==> src/rtl/ls_dma_engine.sv <==
// Local Store DMA initiator: moves 1..16 quadwords between an external
// stream and the LS secondary arbiter port, one tagged command at a time.
module ls_dma_engine #(
    parameter int LS_ADDR_W = 15,
    parameter int QW_W      = 128,
    parameter int CNT_W     = 5,
    parameter int TAG_W     = 5
) (
    input  logic                 clock,
    input  logic                 reset,
    input  logic                 cmd_valid,
    output logic                 cmd_ready,
    input  logic                 cmd_is_put,
    input  logic [LS_ADDR_W-1:0] cmd_ls_addr,
    input  logic [CNT_W-1:0]     cmd_qw_count,
    input  logic [TAG_W-1:0]     cmd_tag,
    input  logic                 ext_in_valid,
    output logic                 ext_in_ready,
    input  logic [QW_W-1:0]      ext_in_data,
    output logic                 ext_out_valid,
    input  logic                 ext_out_ready,
    output logic [QW_W-1:0]      ext_out_data,
    output logic                 ls_req_valid,
    input  logic                 ls_req_grant,
    output logic                 ls_req_write,
    output logic [LS_ADDR_W-1:0] ls_req_addr,
    output logic [QW_W-1:0]      ls_req_wdata,
    input  logic                 ls_rd_valid,
    input  logic [QW_W-1:0]      ls_rd_data,
    output logic                 done_valid,
    output logic [TAG_W-1:0]     done_tag,
    output logic                 done_error,
    output logic                 busy
);

    typedef enum logic [2:0] {
        IDLE,
        GET_DATA,
        GET_WR,
        PUT_RD,
        PUT_WAIT,
        PUT_SEND,
        DONE,
        ERR_DONE
    } state_t;

    localparam logic [LS_ADDR_W-1:0] QW_BYTES = LS_ADDR_W'(16);
    localparam logic [CNT_W-1:0]     CNT_ONE  = CNT_W'(1);

    state_t               state_q, state_d;
    logic [LS_ADDR_W-1:0] addr_q;
    logic [CNT_W-1:0]     rem_q;
    logic [TAG_W-1:0]     tag_q;
    logic [QW_W-1:0]      wdata_q;
    logic [QW_W-1:0]      rdata_q;

    logic accept, cmd_bad, in_take, ls_take, rd_take, qw_done;

    // Direction is carried by the FSM path itself, so no separate flag.
    assign cmd_ready    = (state_q == IDLE) & ~reset;
    assign accept       = cmd_valid & cmd_ready;
    assign cmd_bad      = (cmd_qw_count == '0) | (cmd_ls_addr[3:0] != 4'd0);
    assign busy         = (state_q != IDLE);
    assign ls_req_addr  = addr_q;
    assign ls_req_wdata = wdata_q;
    assign ext_out_data = rdata_q;
    assign done_tag     = done_valid ? tag_q : '0;

    always_comb begin
        state_d       = state_q;
        ext_in_ready  = 1'b0;
        ext_out_valid = 1'b0;
        ls_req_valid  = 1'b0;
        ls_req_write  = 1'b0;
        done_valid    = 1'b0;
        done_error    = 1'b0;
        in_take       = 1'b0;
        ls_take       = 1'b0;
        rd_take       = 1'b0;
        qw_done       = 1'b0;
        unique case (state_q)
            IDLE: begin
                if (accept) begin
                    if (cmd_bad)         state_d = ERR_DONE;
                    else if (cmd_is_put) state_d = PUT_RD;
                    else                 state_d = GET_DATA;
                end
            end
            GET_DATA: begin
                ext_in_ready = 1'b1;
                if (ext_in_valid) begin
                    in_take = 1'b1;
                    state_d = GET_WR;
                end
            end
            GET_WR: begin
                ls_req_valid = 1'b1;
                ls_req_write = 1'b1;
                if (ls_req_grant) begin
                    ls_take = 1'b1;
                    qw_done = 1'b1;
                    state_d = (rem_q == CNT_ONE) ? DONE : GET_DATA;
                end
            end
            PUT_RD: begin
                ls_req_valid = 1'b1;
                if (ls_req_grant) begin
                    ls_take = 1'b1;
                    state_d = PUT_WAIT;
                end
            end
            PUT_WAIT: begin
                if (ls_rd_valid) begin
                    rd_take = 1'b1;
                    state_d = PUT_SEND;
                end
            end
            PUT_SEND: begin
                ext_out_valid = 1'b1;
                if (ext_out_ready) begin
                    qw_done = 1'b1;
                    state_d = (rem_q == CNT_ONE) ? DONE : PUT_RD;
                end
            end
            DONE: begin
                done_valid = 1'b1;
                state_d    = IDLE;
            end
            ERR_DONE: begin
                done_valid = 1'b1;
                done_error = 1'b1;
                state_d    = IDLE;
            end
            default: state_d = IDLE;
        endcase
    end

    always_ff @(posedge clock or posedge reset) begin
        if (reset) begin
            state_q <= IDLE;
            addr_q  <= '0;
            rem_q   <= '0;
            tag_q   <= '0;
            wdata_q <= '0;
            rdata_q <= '0;
        end else begin
            state_q <= state_d;
            if (accept) begin
                addr_q <= cmd_ls_addr;
                rem_q  <= cmd_qw_count;
                tag_q  <= cmd_tag;
            end
            if (in_take) wdata_q <= ext_in_data;
            // Natural overflow of the LS_ADDR_W-bit add gives the 32KB wrap.
            if (ls_take) addr_q <= addr_q + QW_BYTES;
            if (qw_done) rem_q <= rem_q - CNT_ONE;
            if (rd_take) rdata_q <= ls_rd_data;
        end
    end

endmodule

==> config.mk <==
export PLATFORM = sky130hd
export DESIGN_NAME = ls_dma_engine
export DESIGN_NICKNAME = d
export VERILOG_FILES = /design/src/rtl/ls_dma_engine.sv
export SDC_FILE = /design/constraint.sdc
export NUM_CORES = 1
export LEC_CHECK = 0
export CAP_MARGIN = 20
export CORE_AREA = 2 2 223 225
export CTS_CLUSTER_SIZE = 28
export DETAILED_ROUTE_END_ITERATION = 10
export DIE_AREA = 0 0 225 227
export GPL_TIMING_DRIVEN = 0
export PLACE_DENSITY = 0.49
export SYNTH_ARGS = -nofsm -noshare
export SYNTH_HDL_FRONTEND = slang
export SYNTH_SLANG_ARGS = --single-unit
export TNS_END_PERCENT = 30
==> constraint.sdc <==
create_clock -name clock -period 10.99 [get_ports clock]
set_input_delay 1.099 -clock clock [delete_from_list [all_inputs] [get_ports clock]]
set_output_delay 1.099 -clock clock [all_outputs]
set_load 0.01 [all_outputs]
==> metrics.log <==
INFO  metric routability_cong = 0.792
INFO  metric route.antenna.remaining_nets = 0
INFO  metric power.density = 290 nW/µm²
INFO  metric initial_standard_cell_utilization_of_the_core = 23.9%
INFO  metric data_required_time_of_the_worst_path = 9.89 ns
INFO  metric hpwl = 31.1 mm
INFO  metric tritoncts = built
INFO  metric floorplan.rows = 81
INFO  metric number_of_flops_mapped_to_enable_cells_by_yosys = 0
INFO  metric crit_type = in -> out
INFO  metric ctsHtreeMaxLevel = 2
INFO  metric final.period_utilization = 31.4%
INFO  metric synthToLayoutAreaGrowth = 67.0%
INFO  metric clk-insertion-delay-late = 0.52 ns
INFO  metric pwr-share-comb = 45.7%
INFO  metric global_route.usage.total = 15.4%
INFO  metric initial_drt_markers = 249
INFO  metric fmaxAchievable = 290 MHz
INFO  metric largest_net_degree_at_the_start_of_global_routing = 122
INFO  metric cts.clk_slew.worst_paths = 0.06 ns
INFO  metric setup.worst_path.start_class = primary input
INFO  metric min_period = 3.45 ns
INFO  metric cts-buffers-inserted = 36
INFO  metric post_cts_hold_buffer_count = 0
INFO  metric wirelength = 40.6 mm
INFO  metric floorplan.io_pins = 573
INFO  metric postCtsSetupBuffers = 0
INFO  metric seqPwrFrac = 33.3%
INFO  metric synth_fp_nets = 1029
INFO  metric final.hold.worst_slack = 0.475 ns
INFO  metric placeableCoreArea = 48500 µm²
INFO  metric critical_path_peak_fanout = 4
INFO  metric worst_slew_pin_slew = 0.755 ns
INFO  metric report.final.setup_viol = 0
INFO  metric synth.avg_cell_area = 15.7 µm²
INFO  metric most_area_consuming_cells_after_synthesis = dfrtp_1, mux2_2, mux2_4
INFO  metric endpoint_kind_of_the_worst_setup_timing_path = output port
INFO  metric layout_common_cells = clkdlybuf4s50_1, dfrtp_1, mux2_2, mux2_4, nand2_1
INFO  metric total_leakage_power = 0.00817 µW
INFO  metric clockBufferDepth = 3
INFO  metric fp.dieArea = 51100 µm²
INFO  metric result_of_the_run = completed
INFO  metric footprint_of_the_multi_input_gates = 4160 µm²
INFO  metric netlist.top_cell.by_area = dfrtp_1
INFO  metric drc = 0
INFO  metric clkSinkCount = 284
INFO  metric power.internal = 3900 µW
INFO  metric rsz0062_at_grt = false
INFO  metric via_count_of_the_first_global_routing_pass = 8909
INFO  metric max_cap_violations = 0
INFO  metric ir_worst_vdd = 111 µV
INFO  metric grt_pass1_wl = 58.6 mm
INFO  metric dr_total_vias = 8401
INFO  metric grtUsageMet3 = 6.79%
INFO  metric yosys.cell_types.count = 47
INFO  metric yosysSeqAreaShare = 61.2%
INFO  metric drive_gt1_share = 26.0%
INFO  metric timing.critical_path.arrival = 2.35 ns
INFO  metric proportion_of_register_bits_with_asynchronous_set_or_reset_after_synthesis = 100%
INFO  metric io_buffers = 572
INFO  metric grt_util_met2 = 26.4%
INFO  metric netSwitchingFraction = 30.5%
INFO  metric final-hold-violation-count = 0
INFO  metric yosysWarnings = 0
INFO  metric mappedNetlistArea = 11600 µm²
INFO  metric fin_nets = 1641
INFO  metric grt-ovfl-total = 0
INFO  metric share_clk_of_total_power = 21.0%
INFO  metric wl_per_cell = 20.3 µm
INFO  metric final_common_cell = clkdlybuf4s50_1
INFO  metric fin_skew = 0.00899 ns
INFO  metric post_synth_inst_count = 737
INFO  metric area.sequential = 7110 µm²
INFO  metric number_of_antenna_violations_at_the_first_check_in_global_routing = 7
INFO  metric clockRootBuffer = clkbuf_16
INFO  metric layout.core_utilization = 39.9%
INFO  metric vias_per_cell = 4.20
INFO  metric grt.busiest_layer = met2
INFO  metric power.net_switching = 1720 µW
INFO  metric place_ws = 7.53 ns
INFO  metric fillers = 4631
INFO  metric netlist.area_leader.share = 61.2%
INFO  metric synth_ff_type = dfrtp_1
INFO  metric final_critical_path_setup_slack = 7.54 ns
INFO  metric drt_pass1_iterations = 4
INFO  metric slew-limit-headroom = 48.9%
INFO  metric cts_repair_resize_count = 0
INFO  metric maxSlewViolCount = 0
INFO  metric chipWidth = 225 µm
INFO  metric setup_slack_reg_to_reg = 8.76 ns
INFO  metric die_height = 227 µm
INFO  metric grt.met1_usage = 17.4%
INFO  metric min_path_type = reg -> reg
INFO  metric ys_ff_latch = 284
-- synthesized netlist by cell type, types with 2 or more instances --
| library cell | instances |
|---|---|
| o311ai_0 | 2 |
| nor3_1 | 5 |
| mux2i_1 | 2 |
| nor4_1 | 3 |
| buf_4 | 14 |
| clkbuf_1 | 3 |
| nand2_1 | 50 |
| nor2b_1 | 4 |
| and2_1 | 3 |
| nand2b_1 | 6 |
| inv_1 | 8 |
| a221o_1 | 4 |
| buf_6 | 14 |
| mux2_4 | 102 |
| ha_1 | 3 |
| nand3_1 | 8 |
| o211ai_1 | 6 |
| nand4_1 | 2 |
| and3_1 | 9 |
| dfrtp_1 | 284 |
| mux2_2 | 155 |
| a32oi_1 | 3 |
| o21ai_0 | 8 |
| a21oi_1 | 5 |
| buf_2 | 6 |
| nor2_1 | 7 |
-- logic make-up (layout without fill, tap and decap cells) --
kind of cell,Yosys count,after routing,share of synthesized area [%]
fa+ha+maj,3,3,0.323
buf+inv,46,684,2.91
compound gates,39,39,2.48
other cells,0,3,0
mux,259,259,28.4
xor+xnor,1,1,0.0755
simple gates,105,105,4.56
flops,284,284,61.2
-- state kept, by name, summed over array words and instances, names as in the netlist --
| register | cells |
|---|---|
| tag_q | 5 |
| ext_out_data | 128 |
| state_q | 3 |
| ls_req_addr | 15 |
| rem_q | 5 |
| ls_req_wdata | 128 |
-- final timing paths --
check,cells after the start,endpoint,startpoint
max reg2reg,6,ext_out_data[33]$_DFFE_PP0P_,state_q[2]$_DFFE_PP0P_
min in group asynchronous,2,ls_req_addr[8]$_DFFE_PP0P_,reset
max,3,cmd_ready,reset
min reg2reg,2,tag_q[1]$_DFFE_PP0P_,tag_q[1]$_DFFE_PP0P_
max in group asynchronous,3,ext_out_data[94]$_DFFE_PP0P_,reset
min,2,tag_q[1]$_DFFE_PP0P_,tag_q[1]$_DFFE_PP0P_
-- routing by layer --
| metal | routed length [µm] | share of wire [%] |
|---|---|---|
| met5 | 49 | 0.12 |
| met4 | 882 | 2.2 |
| met3 | 4200 | 10 |
| met2 | 20100 | 49 |
| met1 | 15400 | 38 |
-- worst max-delay path: stages --
cell	delay, ns
clkdlybuf4s50_1	0.55
nor2_1	0.16
clkdlybuf4s50_1	0.54
-- power by group through the flow --
stage / Sequential (µW) / Clock (µW) / Combinational [µW]
2_1_floorplan: 2090 / 0 / 924
3_3_place_gp: 1880 / 0 / 2600
3_5_place_dp: 1880 / 0 / 2610
4_1_cts: 1880 / 1230 / 2620
5_1_grt: 1940 / 1270 / 2730
6_report: 1870 / 1180 / 2560
-- metrics by stage --
stage	cell area [µm²]	total power (µW)	TNS [ns]	std cells
floorplan	11600	3020	0	737
finish	19400	5610	0	2000
CTS	19400	5720	0	1997
global route	19400	5940	0	1997
detailed placement	18200	4490	0	1933
global placement	18100	4470	-743.49	1931
-- final cells by class --
type | count | share of cell area (%)
Sequential cell | 284 | 36.7
Timing Repair Buffer | 574 | 29.8
Multi-Input combinational cell | 407 | 21.5
Clock buffer | 60 | 6.05
Tap cell | 622 | 4.02
Buffer | 37 | 1.57
Inverter | 9 | 0.213
Clock inverter | 4 | 0.136
Antenna cell | 3 | 0.0387
No activity file was read; power rests on OpenSTA's default activity.
